**config.mk**
```make
export PLATFORM = sky130hd
export DESIGN_NAME = inst_fetch_flat
export DESIGN_NICKNAME = d
export VERILOG_FILES = /design/src/rtl/inst_fetch_if.sv /design/src/rtl/inst_fetch.sv /design/src/flat_wrapper.sv
export SDC_FILE = /design/constraint.sdc
export NUM_CORES = 1
export LEC_CHECK = 0
export CAP_MARGIN = 20
export CORE_ASPECT_RATIO = 0.6
export CORE_MARGIN = 8
export CORE_UTILIZATION = 35
export CTS_BUF_LIST = sky130_fd_sc_hd__clkbuf_4 sky130_fd_sc_hd__clkbuf_8
export DETAILED_ROUTE_END_ITERATION = 16
export PLACE_DENSITY = 0.72
export SYNTH_ARGS = -nofsm -noshare
export SYNTH_HDL_FRONTEND = slang
export SYNTH_SLANG_ARGS = --single-unit
```
**constraint.sdc**
```tcl
create_clock -name clk -period 1.34 [get_ports clk]
set_input_delay 0.268 -clock clk [delete_from_list [all_inputs] [get_ports clk]]
set_output_delay 0.268 -clock clk [all_outputs]
set_load 0.05 [all_outputs]
```
**src/rtl/inst_fetch_if.sv**
```systemverilog
// Byte-wide instruction-memory read bus between the fetch unit and memory.
// The fetch unit (master) raises mem_req with a stable mem_addr; memory
// (slave) returns one byte on mem_rdata in every cycle it raises mem_ack.
interface inst_fetch_if #(
    parameter int ADDR_W = 8
);
    logic              mem_req;
    logic [ADDR_W-1:0] mem_addr;
    logic [7:0]        mem_rdata;
    logic              mem_ack;

    modport master (
        output mem_req,
        output mem_addr,
        input  mem_rdata,
        input  mem_ack
    );

    modport slave (
        input  mem_req,
        input  mem_addr,
        output mem_rdata,
        output mem_ack
    );
endinterface

```
**src/rtl/inst_fetch.sv**
```systemverilog
// Multicycle instruction-fetch unit for the 8-bit-memory MIPS core.
// Assembles one little-endian 32-bit instruction from four byte reads over
// the req/ack bus, holds it in the instruction register and owns the PC.
// The controller pulses fetch_start (optionally with pc_load for a branch)
// while this unit is idle and consumes op/funct when ir_valid pulses.
module inst_fetch #(
    parameter int ADDR_W = 8
) (
    input  logic              clk,
    input  logic              reset,
    input  logic              fetch_start,
    input  logic              pc_load,
    input  logic [ADDR_W-1:0] pc_next,
    inst_fetch_if.master      mem,
    output logic [31:0]       ir,
    output logic [5:0]        op,
    output logic [5:0]        funct,
    output logic              ir_valid,
    output logic              busy,
    output logic [ADDR_W-1:0] pc,
    output logic [ADDR_W-1:0] pc_plus4
);

    typedef enum logic [1:0] {
        ST_IDLE  = 2'd0,
        ST_FETCH = 2'd1,
        ST_DONE  = 2'd2
    } state_t;

    localparam logic [ADDR_W-1:0] ADDR_ONE  = ADDR_W'(1'b1);
    localparam logic [ADDR_W-1:0] ADDR_FOUR = ADDR_W'(3'd4);

    state_t            state_r;
    state_t            state_s;
    logic [1:0]        idx_r;
    logic [1:0]        idx_s;
    logic              req_r;
    logic              req_s;
    logic [ADDR_W-1:0] addr_r;
    logic [ADDR_W-1:0] addr_s;
    logic [ADDR_W-1:0] pc_r;
    logic [ADDR_W-1:0] pc_s;
    logic [31:0]       ir_r;
    logic [31:0]       ir_s;
    logic              valid_r;
    logic              valid_s;
    logic              busy_r;
    logic              busy_s;
    logic              beat_s;

    // Replace one byte lane of the instruction word; lane k holds the byte
    // read from pc+k, so the first byte fetched lands in bits [7:0].
    function automatic logic [31:0] insert_byte(
        input logic [31:0] word,
        input logic [1:0]  lane,
        input logic [7:0]  data
    );
        logic [31:0] result;
        result = word;
        case (lane)
            2'd0:    result[7:0]   = data;
            2'd1:    result[15:8]  = data;
            2'd2:    result[23:16] = data;
            2'd3:    result[31:24] = data;
            default: result        = word;
        endcase
        return result;
    endfunction

    // A byte is transferred only when our request meets the memory's ack;
    // an ack outside FETCH (e.g. a late one after reset) never qualifies.
    assign beat_s = req_r && mem.mem_ack;

    // Next-state and next-register logic for the fetch sequencer.
    always_comb begin
        state_s = state_r;
        idx_s   = idx_r;
        req_s   = req_r;
        addr_s  = addr_r;
        pc_s    = pc_r;
        ir_s    = ir_r;
        valid_s = 1'b0;
        busy_s  = busy_r;

        case (state_r)
            ST_IDLE: begin
                // A branch load takes effect immediately, so a fetch started
                // in the same cycle already targets the new PC.
                if (pc_load) begin
                    pc_s = pc_next;
                end else begin
                    pc_s = pc_r;
                end
                if (fetch_start) begin
                    state_s = ST_FETCH;
                    idx_s   = 2'd0;
                    req_s   = 1'b1;
                    busy_s  = 1'b1;
                    addr_s  = pc_load ? pc_next : pc_r;
                end else begin
                    req_s   = 1'b0;
                    busy_s  = 1'b0;
                end
            end

            ST_FETCH: begin
                // Address, lane index and request all hold while memory stalls.
                if (beat_s) begin
                    ir_s   = insert_byte(ir_r, idx_r, mem.mem_rdata);
                    idx_s  = idx_r + 2'd1;
                    addr_s = addr_r + ADDR_ONE;
                    if (idx_r == 2'd3) begin
                        state_s = ST_DONE;
                        req_s   = 1'b0;
                        valid_s = 1'b1;
                    end else begin
                        state_s = ST_FETCH;
                        req_s   = 1'b1;
                    end
                end else begin
                    state_s = ST_FETCH;
                    req_s   = 1'b1;
                end
            end

            ST_DONE: begin
                // The instruction is complete: advance to the sequential PC
                // and release the controller.
                pc_s    = pc_r + ADDR_FOUR;
                state_s = ST_IDLE;
                req_s   = 1'b0;
                busy_s  = 1'b0;
            end

            default: begin
                state_s = ST_IDLE;
                idx_s   = 2'd0;
                req_s   = 1'b0;
                busy_s  = 1'b0;
            end
        endcase
    end

    // FSM state register; reset aborts any fetch in progress.
    always_ff @(posedge clk) begin
        if (reset) begin
            state_r <= ST_IDLE;
        end else begin
            state_r <= state_s;
        end
    end

    // Datapath and registered-output registers, cleared by reset.
    always_ff @(posedge clk) begin
        if (reset) begin
            idx_r   <= 2'd0;
            req_r   <= 1'b0;
            addr_r  <= '0;
            pc_r    <= '0;
            ir_r    <= 32'h0000_0000;
            valid_r <= 1'b0;
            busy_r  <= 1'b0;
        end else begin
            idx_r   <= idx_s;
            req_r   <= req_s;
            addr_r  <= addr_s;
            pc_r    <= pc_s;
            ir_r    <= ir_s;
            valid_r <= valid_s;
            busy_r  <= busy_s;
        end
    end

    assign mem.mem_req  = req_r;
    assign mem.mem_addr = addr_r;

    assign ir       = ir_r;
    assign op       = ir_r[31:26];
    assign funct    = ir_r[5:0];
    assign ir_valid = valid_r;
    assign busy     = busy_r;
    assign pc       = pc_r;
    assign pc_plus4 = pc_r + ADDR_FOUR;

endmodule
```
**src/flat_wrapper.sv**
```systemverilog
// flat-port wrapper written by rule: the top's interface ports become plain ports
module inst_fetch_flat 
#(
    parameter int ADDR_W = 8
)
  (clk, reset, fetch_start, pc_load, pc_next, ir, op, funct, ir_valid, busy, pc, pc_plus4, mem_mem_req, mem_mem_addr, mem_mem_rdata, mem_mem_ack);
  inst_fetch_if #(.ADDR_W(ADDR_W)) mem_i ();
  input  logic clk;
  input  logic reset;
  input  logic fetch_start;
  input  logic pc_load;
  input  logic [ADDR_W-1:0] pc_next;
  output logic [31:0] ir;
  output logic [5:0] op;
  output logic [5:0] funct;
  output logic ir_valid;
  output logic busy;
  output logic [ADDR_W-1:0] pc;
  output logic [ADDR_W-1:0] pc_plus4;
  output wire logic [$bits(mem_i.mem_req)-1:0] mem_mem_req;
  output wire logic [$bits(mem_i.mem_addr)-1:0] mem_mem_addr;
  input wire logic [$bits(mem_i.mem_rdata)-1:0] mem_mem_rdata;
  input wire logic [$bits(mem_i.mem_ack)-1:0] mem_mem_ack;
  assign mem_mem_req = mem_i.mem_req;
  assign mem_mem_addr = mem_i.mem_addr;
  assign mem_i.mem_rdata = mem_mem_rdata;
  assign mem_i.mem_ack = mem_mem_ack;
  inst_fetch #(.ADDR_W(ADDR_W)) u_core (.clk(clk), .reset(reset), .fetch_start(fetch_start), .pc_load(pc_load), .pc_next(pc_next), .mem(mem_i), .ir(ir), .op(op), .funct(funct), .ir_valid(ir_valid), .busy(busy), .pc(pc), .pc_plus4(pc_plus4));
endmodule
```
* After elaboration in Yosys (flattened, before gate mapping)
Cells that the tools add are included.
** Operators by class
- Add/sub/neg operators :: 3
- Mux-type cells :: 18
- Equality and inequality tests :: 7
- Bitwise logic cells :: 3
- Reduce and logical (&&, ||, !) cells :: 12
** Operators by type and width (count)
- case mux 8 bit (2 select lines) :: 2
- 2-to-1 mux 8 bit :: 3
- AND reduction 3 bit :: 6
- 2-to-1 mux 2 bit :: 5
- adder 8 x 1 -> 8 bit (second input constant) :: 1
- adder 8 x 3 -> 8 bit (second input constant) :: 1
- equality test 2 bit (second input constant) :: 3
- case mux 2 bit (3 select lines) :: 1
- equality test 2 x 1 -> 1 bit (second input constant) :: 2
- zero test 2 bit :: 2
- 2-to-1 mux 1 bit :: 4
- case mux 1 bit (2 select lines) :: 2
- case mux 2 bit (2 select lines) :: 1
- nonzero test 2 bit :: 2
- inverter 1 bit :: 3
- OR reduction 3 bit :: 1
- adder 2 x 1 -> 2 bit (second input constant) :: 1
- inequality test 2 x 1 -> 1 bit (second input constant) :: 1
- inequality test 2 bit (second input constant) :: 1
- logical AND 1 bit :: 1
** Word-level totals
- Logic and storage cells :: 54
- Output and inout port bits :: 71
- Bits of input ports :: 21
- Register bits after elaboration :: 55

* Logic depth before layout (Yosys ltp)
Gate-level depths: netlist (run 1).
- Word-level depth :: 4
- Mapped depth :: 6
- Mapped depth without buffers :: 5

* Worst setup path after synthesis (run 1)
OpenSTA, ideal clock, no wires.
- Path type :: reg2reg
- Start :: register u_core.pc_r[2] (netlist: u_core.pc[2])
- End :: register u_core.pc_r[6] (netlist: u_core.pc[6])
- Arrival :: 2.354 ns
- Path slack :: -1.115 ns
- Data required time :: 1.239 ns
- Setup time :: 0.101 ns
- Clock period less this slack :: 2.455 ns
- Buffers on the path :: 0
- Cell stages (with the launch flop) :: 6
- Path through :: dfxtp_1 > ha_1 > nand3_1 > xnor2_1 > nor2_1 > o41ai_1
** Between the ends
- Cells in the longest elaborated chain, start to end :: 2
** RTL lines
- from (decl) :: RTL line inst_fetch.sv:41 : logic [ADDR_W-1:0] pc_r;
- from (signal assigned) :: RTL line inst_fetch.sv:167 : pc_r <= pc_s;
- adder 8 x 3 -> 8 bit
- via pc_plus4[6] :: RTL line flat_wrapper.sv:19 : output logic [ADDR_W-1:0] pc_plus4;
- case mux 8 bit (2 select lines) :: RTL line inst_fetch.sv:85 : case (state_r)
The timed path passes the listed nets, and every way through them passes these cells.
A chain may end at the register's enable or synchronous reset.

* Worst setup path in the final report (run 1)
- Start :: register u_core.pc_r[3] (netlist: u_core.pc[3])
- End :: output pc_plus4[7]
** Between the ends
- Cells in the longest elaborated chain, start to end :: 1
** RTL lines
- adder 8 x 3 -> 8 bit :: RTL line inst_fetch.sv:183 : assign pc_plus4 = pc_r + ADDR_FOUR;
- to (decl) :: RTL line flat_wrapper.sv:19
No other way between the ends.

==> metrics, run 1 <==
status=finished, violations left; violated checks=setup timing; Slew @ Worst Pin=0.285 ns; final wirelength=between 8 and 9 mm; clock tree sinks=55; area delta synth->final=86.1%; Sequential Power Share=between 40% and 50%; Syn. warnings=0; sequential fraction of the synthesis area=a little over two fifths; clock tree root buffer cell=clkbuf_8; worst vdd ir=between 0.4 and 0.5 mV; CTS clk-pin slew, worst paths=0.09 ns; sw power=around 1.1 mW; layout cells sized above 1=a little under two fifths; via count=~2,700; grt ovf=0; top sig layer=met4; largest net degree at the start of global routing=34; largest family of logic cells by synthesized area=simple AND/OR/NAND/NOR gates; fin. max-slew vios=0; Core Util, Final=approximately 67%; Async SR Flop Fraction=0%; worst setup margin=-0.265 ns; max incr delay on CP=~0.38 ns; Post-Synth Adder-Cell Area=2.90%; Worst Path Required=1.07 ns; Pre-antenna DRT Iters=4; vias in the first global route=2,716; Tcrit/Tclk final=120%; starting density of the core=36.0%; Fill cells=545; Final ANT Viol Nets=0; Final HPWL DP=6.98 mm; WP buf/inv=1; drt drc=0; CP startpoint kind=register; CP max-delay cell=dfxtp_4; wire length per cell=~17 um; Setup-failing EPs final=5; GP Congestion=~0.83; Mapped Avg Cell Area=about 7.9 um2; CP top delay family=flip-flops; MaxCap Viol Count=0; post-synthesis xor/xnor area fraction=roughly 1.4%; Synth Area in Simple Gates=between 20 and 25%; power share of the clock group=about 28%; Syn Std Cell Area=about 0.0026 mm2; final hold violations=0; Die W=~130 um; CORE AREA=just over 0.007 mm2; IO Pins=about 90; CP endpoint kind=output port; power per cell area=~790 mW/mm2; CTS buffer count=5; hold crit path type=input port to register; hold buffer count at CTS=0; sw frac=a little under 30%; hold_ws=0.306 ns; post-place setup slack=-0.398 ns; Clock Skews=about 0.0027 ns; post-synthesis cell count=~330; H-tree depth=2; first-pass GRT wire length=13.8 mm; CP cell instances=and3_4, nand3_4, xnor2_4, buf_12; Iter 0 DRT Violations=slightly above 200; Max clock buf depth=2; DR vias/cell=between 5 and 6; CTS tree=done; max frequency=slightly above 0.6 GHz; initial antenna violation count=0; metal2 WL=about 4.2 mm; WS Path Type=register to output port; worst path arrival time=1.34 ns; fin area=0.00482 mm2; Yosys cell types=37; Internal=2.71 mW; die area=0.0105 mm2; complex-gate fraction of the synthesized area=between 10% and 20%; worst-path fanout max=4; Buffers on Ports=roughly 90; Slew Limit Headroom=80.9%; unrepaired setup endpoints after global routing=yes; Synth Flop Type=dfxtp_1; # diodes=0; synthesized net count=roughly 360; NumNets Final=between 400 and 500; Worst-Skew Late Latency=0.30 ns; Met3 Routed Length=roughly 620 um; min Tclk post-route=between 1.5 and 2 ns; combinational power share=around a quarter; row count=24; register bit total from synthesis=55; dpl cell area=between 0.004 and 0.005 mm2; EDFF count, synth=0; Die Y=82.7 um; Leakage=1.84 nW; Metal-1 WL=3.90 mm; Total GRT Usage=between 10% and 20%; post-synthesis mux area share=under 10%
[flip-flops by register name (all words and copies together) (netlist names)]
| signal | cells |
|---|---|
| u_core.ir | 32 |
| u_core.idx_r | 2 |
| u_core.ir_valid | 1 |
| u_core.busy | 1 |
| u_core.mem.mem_addr | 8 |
| u_core.state_r | 2 |
| u_core.mem.mem_req | 1 |
| u_core.pc | 8 |
[kinds of logic (layout without fill, tap and decap cells)]
group	after synthesis	after routing
buffers and inverters	43	149
xor gates and xnor gates	4	4
DFF	55	55
AOI/OAI and AO/OA	79	79
and+or+nand+nor	133	133
muxes	8	8
adders and majority gates	6	6
[worst reg2reg max path, stage by stage, from the launching register on]
cell     delay, ns
dfxtp_4       0.37
and3_4        0.20
buf_6         0.14
buf_4         0.13
and4_1        0.17
o21ai_0       0.14
a21oi_1       0.08
[cell usage in the layout, fill, tap and decap left out, types with 3 or more instances in the layout]
master / Yosys / layout
dfxtp_4: 0 / 13
buf_4: 14 / 38
xnor2_4: 0 / 3
nand3_1: 39 / 36
clkbuf_8: 0 / 5
nor2_1: 15 / 14
dfxtp_2: 0 / 3
nand2_1: 45 / 41
clkdlybuf4s50_1: 0 / 16
o21ai_0: 15 / 14
and2_1: 4 / 4
inv_1: 6 / 5
dfxtp_1: 55 / 39
a21oi_1: 49 / 49
nor2b_1: 5 / 5
mux2i_1: 5 / 5
a211oi_1: 4 / 4
mux2_2: 3 / 3
nor3_1: 8 / 8
nand2_2: 0 / 4
ha_1: 6 / 4
buf_6: 0 / 5
nand4_1: 4 / 4
buf_12: 0 / 72
[final timing paths]
kind                  from            end  slack, ns  cells after the start
max           u_core.pc[3]    pc_plus4[7]      -0.27                      4
min                  reset   u_core.pc[7]       0.31                      2
min reg2reg  u_core.ir[14]  u_core.ir[14]       0.50                      2
max reg2reg   u_core.pc[3]   u_core.pc[7]          0                      6
[layer usage]
layer / up-vias / global-route usage [%]
met4: 0 / 4.72
met2: 89 / 27.9
li1: 1343 / -
met3: 6 / 4.49
met1: 1293 / 20.5
met5: - / 0
[power by group through the flow]
stage	Combinational (mW)	Clock [mW]	Sequential (mW)
6_report	1.00	1.06	1.75
4_1_cts	0.969	1.08	1.75
2_1_floorplan	0.324	0	1.92
3_3_place_gp	0.938	0	1.79
5_1_grt	1.05	1.15	1.76
3_5_place_dp	0.952	0	1.79
[cells in the mapped netlist (all sizes together) (2+ instances only)]
| master | instances | share of area, % |
|---|---|---|
| nor2b | 5 | 1.2 |
| inv | 6 | 0.87 |
| mux2 | 3 | 1.3 |
| nor2 | 15 | 2.2 |
| a22oi | 2 | 0.58 |
| xnor2 | 3 | 1.0 |
| nand3 | 39 | 7.5 |
| clkbuf | 13 | 1.9 |
| a211oi | 4 | 1.2 |
| ha | 6 | 2.9 |
| and2 | 5 | 1.2 |
| a21oi | 49 | 9.5 |
| and4 | 2 | 0.68 |
| nand2 | 45 | 6.5 |
| a31oi | 2 | 0.48 |
| buf | 24 | 6.0 |
| mux2i | 5 | 1.9 |
| nor3 | 8 | 1.5 |
| nor3b | 2 | 0.58 |
| nand4 | 4 | 0.97 |
| nand3b | 2 | 0.58 |
| dfxtp | 55 | 42 |
| nand2b | 3 | 0.72 |
| o21ai | 15 | 2.9 |
[repair_timing]
action                     in CTS  in global routing
pin swaps                       4                  3
setup buffers                   2                  6
cloned                          0                  0
resized for setup              16                 16
setup endpoints to repair      49                 40
[final cells by class]
type,instances,area [um2],area share [%]
well taps,91,114,2.36
clock inverters,2,36.3,0.752
clock buffers,5,68.8,1.43
flip-flops and latches,55,1150,23.9
multi-input cells,230,1430,29.7
inverters,6,22.5,0.467
repair buffers,136,2000,41.4
[stage by stage]
| step | setup TNS (ns) | cells | power, mW |
|---|---|---|---|
| after global placement | -14.03 | 510 | 2.73 |
| after global routing | -1.11 | 525 | 3.96 |
| after detailed placement | -16.97 | 510 | 2.74 |
| after CTS | -0.959 | 519 | 3.80 |
| after floorplan | -0.742 | 328 | 2.24 |
| final | -0.860 | 525 | 3.81 |
Note: power is estimated with default switching activity, not from simulation.
==> run 2, diff against run 1 <==
Settings changed: PLACE_DENSITY 0.72 to 0.7.
Clock period 1.34 ns to 1.6 ns, I/O delays scaled along.
==> run 2 against run 1 <==
The run still ends with setup timing left. Clock skew increased by 0.0031 ns. Cell count decreased by 3.6%. Combinational power is 26% lower. Die area unchanged. Utilization fell by 8.9 points. Cell area fell by 13%. Worst setup slack improved by 0.20 ns. Power fell by 21%. Non-clock buffer count is 19 lower. Critical endpoint unchanged. Largest power group unchanged.
==> metrics, run 2 (synthesis gave the netlist of run 1 again) <==
status=finished, violations left; violated checks=setup timing; Metal-1 WL=3.79 mm (-2.8%); Worst-Skew Late Latency=0.30 ns (about the same); DR vias/cell=5.23 (+0.60%); # diodes=0 (unchanged); Final HPWL DP=6.39 mm (-8.4%); layout cells sized above 1=30.6% (-7.4 points); Met3 Routed Length=615 um (-1.4%); Clock Skews=0.00583 ns (+0.00311 ns); Leakage=1.61 nW (-13%); Critical Path Start=u_core.pc[3]; drt drc=0 (unchanged); WHS Endpoint=u_core.ir[5]; Tcrit/Tclk final=104%; hold crit path type=input port to register; top sig layer=met4; metal2 WL=3.70 mm (-12%); Total GRT Usage=15.5% (-0.99 points); CTS tree=done; MaxCap Viol Count=0 (unchanged); power per cell area=715 mW/mm2 (-9.4%); post-place setup slack=-0.248 ns (+0.150 ns); Pre-antenna DRT Iters=4 (unchanged); HP Start=reset; Worst R2R End=u_core.ir[28]; via count=2,648 (-3.0%); grt ovf=0 (unchanged); CP startpoint kind=register; Buffers on Ports=91 (unchanged); Die Y=82.7 um (unchanged); CORE AREA=0.00721 mm2 (unchanged); clock tree sinks=55 (unchanged); CP max-delay cell=dfxtp_4; CTS clk-pin slew, worst paths=0.10 ns (about the same); worst vdd ir=0.346 mV (-20%); Slew Limit Headroom=69.6% (-11 points); R2R depth=5 (-1); min Tclk post-route=around 1.7 ns; Final ANT Viol Nets=0 (unchanged); Worst path depth=4 (unchanged); vias in the first global route=2,456 (-9.6%); largest net degree at the start of global routing=37 (+8.8%); unrepaired setup endpoints after global routing=yes; clock tree root buffer cell=clkbuf_8; first-pass GRT wire length=12.9 mm (-6.6%); worst setup margin=-0.0646 ns (+0.201 ns); Worst Path Required=1.28 ns (+0.21 ns); worst-path fanout max=4 (unchanged); CP endpoint kind=output port; final hold violations=0 (unchanged); commonest non-fill, non-tap cell in the layout=buf_4; commonest non-fill, non-tap cells in the layout=52 x buf_4, 49 x a21oi_1, 46 x dfxtp_1, 45 x nand2_1, 43 x buf_12; max incr delay on CP=0.38 ns (about the same); GP Congestion=0.858 (+3.9%); CP cell instances=and3_4, nand3_4, xnor2_4, buf_12; Setup-failing EPs final=3 (-2); number of flip-flops in the largest register=32 (unchanged); Slew @ Worst Pin=0.454 ns (+0.169 ns); CP top delay family=flip-flops; WP buf/inv=1 (unchanged); Die W=127 um (unchanged); Max clock buf depth=2 (unchanged); CTS buffer count=5 (unchanged); worst path arrival time=1.34 ns (about the same); Fill cells=619 (+14%); die area=0.0105 mm2 (unchanged); hold path cells=2 (unchanged); NumNets Final=442 (-4.1%); initial antenna violation count=0 (unchanged); wire length per cell=16.2 um (-3.8%); hold_ws=0.455 ns (+0.149 ns); area delta synth->final=61.2%; Core Util, Final=58.0% (-8.9 points); final wirelength=8.18 mm (-7.3%); WS Path Type=register to output port; IO Pins=92 (unchanged); max frequency=around 0.6 GHz; starting density of the core=36.0% (unchanged); fin. max-slew vios=0 (unchanged); row count=24 (unchanged); H-tree depth=2 (unchanged); Iter 0 DRT Violations=160 (-23%); R2R setup slack=0.12 ns (+0.12 ns); Worst R2R Start=u_core.state_r[0]
## run 2: cell types whose count changed in the layout (fill, tap and decap cells not counted), moves of 2 or more
cell	before	now
nand2_2	4	0
dfxtp_2	3	6
dfxtp_4	13	3
nand2b_4	2	0
nand2b_1	1	3
dlymetal6s2s_1	2	0
nand2_1	41	45
buf_6	5	2
dfxtp_1	39	46
buf_4	38	52
clkdlybuf4s50_1	16	19
buf_12	72	43
## run 2: worst register-to-register path, delay by kind of cell (launching register included)
| family | cells | cell delay, ns |
|---|---|---|
| buf+inv | 1 | 0.17 |
| flops | 1 | 0.35 |
| simple gates | 3 | 0.75 |
| compound gates | 1 | 0.08 |
## run 2: cell type report
class / count / area, um2 / share of cell area (%)
Timing Repair Buffer: 117 / 1470 / 35.1
Tap cell: 91 / 114 / 2.72
Inverter: 6 / 22.5 / 0.539
Clock buffer: 6 / 82.6 / 1.98
Clock inverter: 1 / 5.00 / 0.120
Sequential cell: 55 / 1120 / 26.8
Multi-Input combinational cell: 230 / 1370 / 32.7
## run 2: layer usage
metal,track usage (%),up-vias
met5,0,-
met4,3.89,0
met3,4.04,8
met2,24.6,87
met1,20.7,1254
li1,-,1299
## run 2: worst max path at each step
stage	endpoint
floorplan	u_core.pc[6]
global placement	u_core.ir[24]
detailed placement	u_core.ir[28]
CTS	pc_plus4[5]
global route	pc_plus4[7]
finish	pc_plus4[7]
## run 2: repair_timing
item                                    CTS  global route
buffers inserted                          3             0
hold buffers                              0             0
endpoints found under the setup margin    4             7
gates resized for setup                   4             3
pin swaps                                 2             0
## run 2: report_power, final
group | leakage, nW | switching, mW | internal (mW)
logic | 1.11 | 0.407 | 0.337
registers | 0.451 | 0.0569 | 1.41
clock network | 0.0470 | 0.442 | 0.341
total | 1.61 | 0.905 | 2.09
## run 2: stage by stage
step,instance area (um2),power (mW),std cells,setup TNS (ns)
global route,4180,3.12,506,-0.327
CTS,4170,3.01,506,-0.223
global placement,4040,2.22,496,-7.69
floorplan,2700,1.88,328,-0.0292
detailed placement,4040,2.23,496,-8.61
finish,4180,2.99,506,-0.161
